==> src/rtl/btb_assoc.sv <==
`default_nettype none
// ============================================================================
// Module   : btb_assoc
// Brief    : Set-associative branch target buffer (1 or 2 ways, LRU) with
//            2-bit counters, mispredict redirect and saturating perf counters.
// Revision : 1.0
// ============================================================================
module btb_assoc #(
    parameter int SETS  = 8,
    parameter int WAYS  = 2,
    parameter int TAG_W = 8,
    parameter int CNT_W = 16
) (
    input  logic             clk,
    input  logic             rst_n,
    input  logic             stall,
    input  logic [31:0]      pc_f,
    input  logic [31:0]      pc_x,
    input  logic             is_branch_x,
    input  logic             taken_x,
    input  logic [31:0]      target_x,
    input  logic             pred_taken_x,
    input  logic [31:0]      pred_target_x,
    output logic             pred_taken,
    output logic [31:0]      next_pc,
    output logic             flush,
    output logic [CNT_W-1:0] perf_branches,
    output logic [CNT_W-1:0] perf_mispredicts
);

    localparam int c_IDX_W = $clog2(SETS);
    localparam int c_TAG_LO = c_IDX_W + 2;

    logic               r_valid  [WAYS][SETS];
    logic [TAG_W-1:0]   r_tag    [WAYS][SETS];
    logic [29:0]        r_target [WAYS][SETS];
    logic [1:0]         r_ctr    [WAYS][SETS];
    logic [CNT_W-1:0]   r_perf_br;
    logic [CNT_W-1:0]   r_perf_mis;

    logic [c_IDX_W-1:0] w_idx_f, w_idx_x;
    logic [TAG_W-1:0]   w_tag_f, w_tag_x;
    logic               w_hit_f;
    logic [1:0]         w_ctr_f;
    logic [29:0]        w_tgt_f;
    logic               w_mis;
    logic               w_train;
    logic [WAYS-1:0]    w_hit_oh_x;
    logic               w_hit_any_x;
    logic [WAYS-1:0]    w_alloc_oh;
    logic [WAYS-1:0]    w_use_oh;
    logic               w_used_way;
    logic               w_victim_way;
    logic               w_found;
    logic               w_unused;

    assign w_idx_f = pc_f[c_IDX_W+1:2];
    assign w_idx_x = pc_x[c_IDX_W+1:2];
    assign w_tag_f = pc_f[c_TAG_LO+TAG_W-1:c_TAG_LO];
    assign w_tag_x = pc_x[c_TAG_LO+TAG_W-1:c_TAG_LO];
    assign w_unused = ^{pc_f, pc_x, target_x[1:0]};

    // Descending scan so the lowest matching way is the one left standing.
    always_comb begin
        w_hit_f = 1'b0;
        w_ctr_f = 2'b00;
        w_tgt_f = 30'd0;
        for (int w = WAYS - 1; w >= 0; w--) begin
            if (r_valid[w][w_idx_f] && (r_tag[w][w_idx_f] == w_tag_f)) begin
                w_hit_f = 1'b1;
                w_ctr_f = r_ctr[w][w_idx_f];
                w_tgt_f = r_target[w][w_idx_f];
            end
        end
    end

    assign pred_taken = w_hit_f & w_ctr_f[1];
    assign w_mis = is_branch_x & ((pred_taken_x != taken_x) |
                   (taken_x & pred_taken_x & (pred_target_x != target_x)));

    always_comb begin
        flush   = 1'b0;
        next_pc = pc_f + 32'd4;
        if (w_mis) begin
            flush   = 1'b1;
            next_pc = taken_x ? target_x : (pc_x + 32'd4);
        end else if (pred_taken) begin
            next_pc = {w_tgt_f, 2'b00};
        end
    end

    // Training side: one-hot hit (lowest way) and allocation victim.
    always_comb begin
        w_hit_oh_x  = '0;
        w_hit_any_x = 1'b0;
        w_alloc_oh  = '0;
        w_found     = 1'b0;
        for (int w = 0; w < WAYS; w++) begin
            if (!w_hit_any_x && r_valid[w][w_idx_x] && (r_tag[w][w_idx_x] == w_tag_x)) begin
                w_hit_oh_x[w] = 1'b1;
                w_hit_any_x   = 1'b1;
            end
            if (!w_found && !r_valid[w][w_idx_x]) begin
                w_alloc_oh[w] = 1'b1;
                w_found       = 1'b1;
            end
        end
        if (!w_found) begin
            for (int w = 0; w < WAYS; w++) begin
                w_alloc_oh[w] = (w == int'(w_victim_way));
            end
        end
    end

    assign w_use_oh = w_hit_any_x ? w_hit_oh_x : w_alloc_oh;

    always_comb begin
        w_used_way = 1'b0;
        for (int w = 0; w < WAYS; w++) begin
            if (w_use_oh[w]) w_used_way = (w != 0);
        end
    end

    assign w_train = !stall && is_branch_x;

    always_ff @(posedge clk) begin
        if (!rst_n) begin
            for (int w = 0; w < WAYS; w++) begin
                for (int s = 0; s < SETS; s++) begin
                    r_valid[w][s]  <= 1'b0;
                    r_tag[w][s]    <= '0;
                    r_target[w][s] <= '0;
                    r_ctr[w][s]    <= 2'b00;
                end
            end
        end else if (w_train) begin
            for (int w = 0; w < WAYS; w++) begin
                if (w_hit_oh_x[w]) begin
                    if (taken_x && (r_target[w][w_idx_x] != target_x[31:2])) begin
                        r_target[w][w_idx_x] <= target_x[31:2];
                        r_ctr[w][w_idx_x]    <= 2'b10;
                    end else if (taken_x) begin
                        if (r_ctr[w][w_idx_x] != 2'b11)
                            r_ctr[w][w_idx_x] <= r_ctr[w][w_idx_x] + 2'b01;
                    end else begin
                        if (r_ctr[w][w_idx_x] != 2'b00)
                            r_ctr[w][w_idx_x] <= r_ctr[w][w_idx_x] - 2'b01;
                    end
                end else if (!w_hit_any_x && taken_x && w_alloc_oh[w]) begin
                    r_valid[w][w_idx_x]  <= 1'b1;
                    r_tag[w][w_idx_x]    <= w_tag_x;
                    r_target[w][w_idx_x] <= target_x[31:2];
                    r_ctr[w][w_idx_x]    <= 2'b10;
                end
            end
        end
    end

    generate
        if (WAYS == 2) begin : g_lru
            logic r_lru [SETS];
            always_ff @(posedge clk) begin
                if (!rst_n) begin
                    for (int s = 0; s < SETS; s++) r_lru[s] <= 1'b0;
                end else if (w_train && (w_hit_any_x || taken_x)) begin
                    r_lru[w_idx_x] <= ~w_used_way;
                end
            end
            assign w_victim_way = r_lru[w_idx_x];
        end else begin : g_no_lru
            logic w_unused_way;
            assign w_unused_way = w_used_way;
            assign w_victim_way = 1'b0;
        end
    endgenerate

    always_ff @(posedge clk) begin
        if (!rst_n) begin
            r_perf_br  <= '0;
            r_perf_mis <= '0;
        end else if (!stall) begin
            if (is_branch_x && (r_perf_br != {CNT_W{1'b1}}))
                r_perf_br <= r_perf_br + 1'b1;
            if (w_mis && (r_perf_mis != {CNT_W{1'b1}}))
                r_perf_mis <= r_perf_mis + 1'b1;
        end
    end

    assign perf_branches    = r_perf_br;
    assign perf_mispredicts = r_perf_mis;

endmodule
`default_nettype wire
==> config.mk <==
export PLATFORM = sky130hd
export DESIGN_NAME = btb_assoc
export DESIGN_NICKNAME = d
export VERILOG_FILES = /design/src/rtl/btb_assoc.sv
export SDC_FILE = /design/constraint.sdc
export NUM_CORES = 2
export LEC_CHECK = 0
export ABC_AREA = 0
export CAP_MARGIN = 40
export CORE_ASPECT_RATIO = 1.1
export CORE_MARGIN = 3
export CORE_UTILIZATION = 57
export CTS_BUF_LIST = sky130_fd_sc_hd__clkbuf_8
export DETAILED_ROUTE_END_ITERATION = 8
export PLACE_DENSITY_LB_ADDON = 0.08
export SYNTH_ARGS = -nofsm -noshare
export SYNTH_HDL_FRONTEND = slang
export SYNTH_SLANG_ARGS = --single-unit
==> constraint.sdc <==
create_clock -name clk -period 5.7 [get_ports clk]
set_input_delay 0.57 -clock clk [delete_from_list [all_inputs] [get_ports clk]]
set_output_delay 0.57 -clock clk [all_outputs]
set_load 0.01 [all_outputs]
After elaboration in Yosys (flattened, before gate mapping):

Memory sizes are Yosys's and may differ from the RTL's.
Index checks and enable logic that the tools add are counted.

* output and inout bits: 66
* bits in writable memories: 664
* logic and storage cells: 2668
* memories: 5
* flip-flop bits (word level): 32
* bits of input ports: 134

* add/subtract/negate cells: 8
* reductions and logical operators: 26
* bitwise operators: 1242
* multiplexer cells: 1370
* equal/unequal tests: 12
* $lt $le $gt $ge: 3

Memories
* r_target: depth 2, width 240, rd ports 2, clocked after Yosys merged registers in 0, wr ports 2, line 36 `logic [29:0] r_target [WAYS][SETS];`
* r_tag: depth 2, width 64, rd ports 2, clocked after Yosys merged registers in 0, wr ports 2, line 35 `logic [TAG_W-1:0] r_tag [WAYS][SETS];`
* r_ctr: depth 2, width 16, rd ports 2, clocked after Yosys merged registers in 0, wr ports 2, line 37 `logic [1:0] r_ctr [WAYS][SETS];`
* r_valid: depth 2, width 8, rd ports 2, clocked after Yosys merged registers in 0, wr ports 2, line 34 `logic r_valid [WAYS][SETS];`
* g_lru.r_lru: depth 8, width 1, rd ports 1, clocked after Yosys merged registers in 0, wr ports 8, line 161 `logic r_lru [SETS];`

Operators with widths (count)
* $mux 1: 1297
* $or 1x1->1: 1233
* $mux 240: 4
* $bmux 30 s3: 4
* $mux 30: 11
* $mux 16: 8
* $mux 64: 2
* $bmux 8 s3: 4
* $mux 32: 3
* $demux 30 s3: 1
* $mux 8: 11
* $add 32x3->32 const B: 2
* $ne 30x30->1: 2
* $add 16x1->16 const B: 2
* $eq 8x8->1: 4
* $ne 16x16->1 const B: 2
* $ne 32x32->1: 1
* $mux 2: 13
* $bmux 2 s3: 4
* $demux 8 s3: 1
* $logic_and 1x1->1: 16
* $bmux 1 s3: 4
* $ge 4x4->1 const B: 2
* $not 3->4: 2
* other kinds (15): 28

Logic depth before layout (Yosys ltp):

* depth after elaboration: 20
* gate-level depth with buffers: 18
* mapped depth without buffers: 11

Worst setup path after synthesis:

Ideal clock, no wire load.

* path kind: input -> register
* from: input pc_x[3]
* to: memory r_target[0][0] in the netlist's numbering (enable)
* data arrival time: 5045 ps
* stages on the path: 13
* setup slack: 196 ps
* path buffers: 5
* required time: 5241 ps
* library setup time: 459 ps
* cells stage by stage: buf_2 > buf_2 > buf_4 > clkbuf_1 > clkbuf_1 > mux4_2 > mux2i_1 > xnor2_1 > nor4_1 > nand4_1 > and3_1 > nor2_1 > o21ai_0

RTL lines
* start, declared: line 18 `input logic [31:0] pc_x,`
* end, declared: line 36

Final worst setup path:

* from: input pc_x[10]
* to: output next_pc[31]

* word-level cells in the longest chain between the ends: 3

RTL lines
* $add 32x3->32: line 86 `next_pc = taken_x ? target_x : (pc_x + 32'd4);`
* $mux 32: line 86
* $mux 32: line 84 `if (w_mis) begin`
* end, declared: line 25 `output logic [31:0] next_pc,`

No other way between the ends.

==> impl_metrics.json <==
{
  "syn_area_per_cell_um2": 12.5,
  "hold_start": "rst_n",
  "synth_most_common_cell": "edfxtp_1",
  "ys.flop_type": "edfxtp_1",
  "fin_setup_tns_ns": 0,
  "grt_pass1_wl_um": 205000,
  "cts_tree": "yes",
  "critical_path_arrival_ns": 4.69,
  "slew_headroom_pct": 29.9,
  "crit_required_ns": 5.13,
  "first_global_vias": 30300,
  "tightest_slew_ns": 1.05,
  "dp_cells": 4235,
  "busiest_layer": "met2",
  "met1_usage_pct": 49.8,
  "hold_buffers": 0,
  "fin_skew_ns": 0.0347,
  "synthCells": 3205,
  "fmax_mhz": 190,
  "ant_nets": 0,
  "critPathLaunchType": "input pin",
  "worstSkewPairLatency_ns": 0.75,
  "hp-class": "in2reg",
  "fin_crit_sh_pct": 92.3,
  "cts_buffers": 117,
  "cts_sinks": 696,
  "critPathMaxFanout": 20,
  "critPathKind": "in2out",
  "worstReg2RegEnd": "r_ctr[1][14]$_SDFFCE_PP0P_",
  "stdcell_count": 4453,
  "ir_drop_mv": 0.200,
  "rsz0062_at_grt": "false",
  "root_buffer": "clkbuf_8",
  "status": "finished clean",
  "ctsResizeCount": 0,
  "synth_edf_count": 624,
  "synth-seq-cells": 696,
  "setup_ws_ns": 0.438,
  "holdPathEnd": "r_valid[0][4]$_DFF_P_",
  "yosysSeqAreaShare_pct": 50.4,
  "firstDrtPassIters": 8,
  "dp_hpwl_um": 94700,
  "use_met2_pct": 59.7,
  "synth-async-reset-ratio_pct": 0,
  "num_rows": 101,
  "min_delay_path_depth": 3,
  "critical_path.endpoint_type": "output pin",
  "p_per_area_mw_per_mm2": 256,
  "routabilityCongestion": 0.953,
  "setup_violations": 0,
  "gr-total-overflow": 0,
  "floorplan.die_area_mm2": 0.0734,
  "vias_per_cell": 6.82,
  "rr_startpoint": "r_target[1][100]$_DFFE_PP_",
  "netlist.area_leader.share_pct": 46.8,
  "synthTopCellsByCount": "edfxtp_1 (624), and2_1 (505), mux2i_1 (254), mux4_2 (233), clkbuf_1 (216)",
  "grt_antenna_before_repair": 4,
  "nNetsFinal": 3571,
  "n_fill_cell": 5129,
  "initial_utilization_pct": 57.8,
  "drtIter0Drc": 4276,
  "drcViolationCount": 0,
  "synthTopCellsByArea": "edfxtp_1 (47%), mux4_2 (13%), and2_1 (7.9%)",
  "coreArea_mm2": 0.0693,
  "place_ws_ns": 0.634,
  "p_leak_uw": 0.0176,
  "pin_count": 200,
  "yosysWarnings": 0,
  "grtUsageMet3_pct": 7.59,
  "synth_cell_types": 73,
  "hold_viol": 0,
  "maxCapViolCount": 0,
  "drive_gt1_share_pct": 19.1,
  "clock_path_buffers": 3,
  "die_h_um": 284,
  "dieWidth_um": 259,
  "num_vias": 30400,
  "maxSlewViolCount": 0,
  "grt_usage_pct": 38.3,
  "worstRegToRegCells": 10,
  "synth_nets": 3348,
  "ff2ff_setup_slack_ns": 1.71,
  "htree_levels": 3,
  "clk_pin_slew_ns": 0.07,
  "post-route-min-period_ns": 5.26,
  "routedWlPerCell_um": 31.7,
  "synth_area_leader_cell": "edfxtp_1",
  "numPortBuffers": 199,
  "grt_max_degree": 95,
  "cts_setup_buffers": 0,
  "syn-cell-area_mm2": 0.0400,
  "area_growth_pct": 16.6,
  "drt_wl_total_um": 141000
}
## final cells by class
cell class / instances / area (µm²) / share of cell area [%]
multi-input cells: 2180 / 18700 / 40.1
clock inverters: 85 / 398 / 0.853
flip-flops and latches: 696 / 20200 / 43.3
diodes: 5 / 12.5 / 0.0268
repair buffers: 410 / 4370 / 9.36
well taps: 927 / 1160 / 2.49
clock buffers: 127 / 1750 / 3.75
inverters: 23 / 86.3 / 0.185
## kinds of logic (layout without fill, tap and decap cells)
| family | after synthesis | after routing | share of synthesized area [%] |
|---|---|---|---|
| AOI/OAI and AO/OA | 384 | 384 | 6.49 |
| adders and majority gates | 9 | 9 | 0.281 |
| xor gates and xnor gates | 185 | 185 | 4.05 |
| buffers and inverters | 329 | 645 | 3.60 |
| muxes | 513 | 513 | 20.2 |
| DFF | 696 | 696 | 50.4 |
| other | 0 | 5 | 0 |
| and+or+nand+nor | 1089 | 1089 | 14.9 |
## metal layers
| metal | part of all wire [%] | vias up |
|---|---|---|
| met2 | 46 | 2335 |
| met1 | 36 | 15100 |
| met5 | 0.0092 | - |
| li1 | - | 12500 |
| met4 | 6.9 | 2 |
| met3 | 11 | 469 |
## how the worst max path moves through the flow
stage	from	endpoint
after CTS	r_tag[1][3]$_SDFFCE_PN0P_	next_pc[3]
after global routing	r_tag[1][3]$_SDFFCE_PN0P_	next_pc[6]
after detailed placement	pc_x[12]	next_pc[31]
final	pc_x[10]	next_pc[31]
after floorplan	pc_x[3]	r_target[0][0]$_DFFE_PP_
after global placement	pc_x[12]	next_pc[31]
## through the flow
| stage | util, % | hold slack, ns | total power [µW] | instance area (µm²) |
|---|---|---|---|---|
| 2_1_floorplan | - | 0.429 | 6940 | 40000 |
| 5_1_grt | 67.3 | 0.465 | 12300 | 46600 |
| 6_report | 67.3 | 0.425 | 11900 | 46600 |
| 3_5_place_dp | 64.2 | 0.447 | 7790 | 44500 |
| 3_3_place_gp | 64.2 | 0.439 | 7760 | 44400 |
| 4_1_cts | 67.3 | 0.398 | 11900 | 46600 |
## where the power goes
part	internal [µW]	total, µW	switching, µW
clock network	2090	4200	2110
registers	5760	5860	102
logic	775	1870	1090
total	8630	11900	3300
## flip-flops by register name (all words and copies together) (netlist names)
signal and cells:
r_valid 16, perf_branches 16, r_tag 128, r_ctr 32, perf_mispredicts 16, g_lru.r_lru 8, r_target 480
## layout by cell type (no fill, tap or decap), types with 9 or more instances in the layout
cell type        Yosys  layout
clkinv_1             4      18
and2_1             505     506
or3_1               12      12
mux2_2              26      26
inv_1               18      69
nor4_1              14      14
o22ai_1             64      56
a211oi_1            11      11
nor2_1             131     130
clkbuf_8             0     127
mux4_2             233     233
and3_1              95      95
nand4_1             38      38
clkinv_2             0      13
mux2i_1            254     254
nor3_1              12      12
xnor2_1            126     126
o2bb2ai_1            9       9
ha_1                 9       9
xor2_1              59      59
and4_1              14      14
dfxtp_1             72      72
nand3_1             48      48
a221oi_1            18      18
nor2b_1             13      11
a21oi_1             55      47
buf_12               0      62
a22oi_1             80      80
buf_4               13     151
clkdlybuf4s50_1      0     191
a31oi_1             17      17
nand2_1            191     191
edfxtp_1           624     624
o21ai_0             62      54
## worst max-delay path, stage by stage
cell and delay, ns:
clkdlybuf4s50_1 0.55, inv_1 0.06, buf_4 0.22, or4_1 0.76
nor4_1 0.41, buf_4 0.23, nand3b_1 0.16, nor3_1 0.49
xnor2_1 0.12, nor2_1 0.10, a211oi_1 0.05, a21oi_1 0.36
clkdlybuf4s50_1 0.61
(Power assumes the default switching activity.)
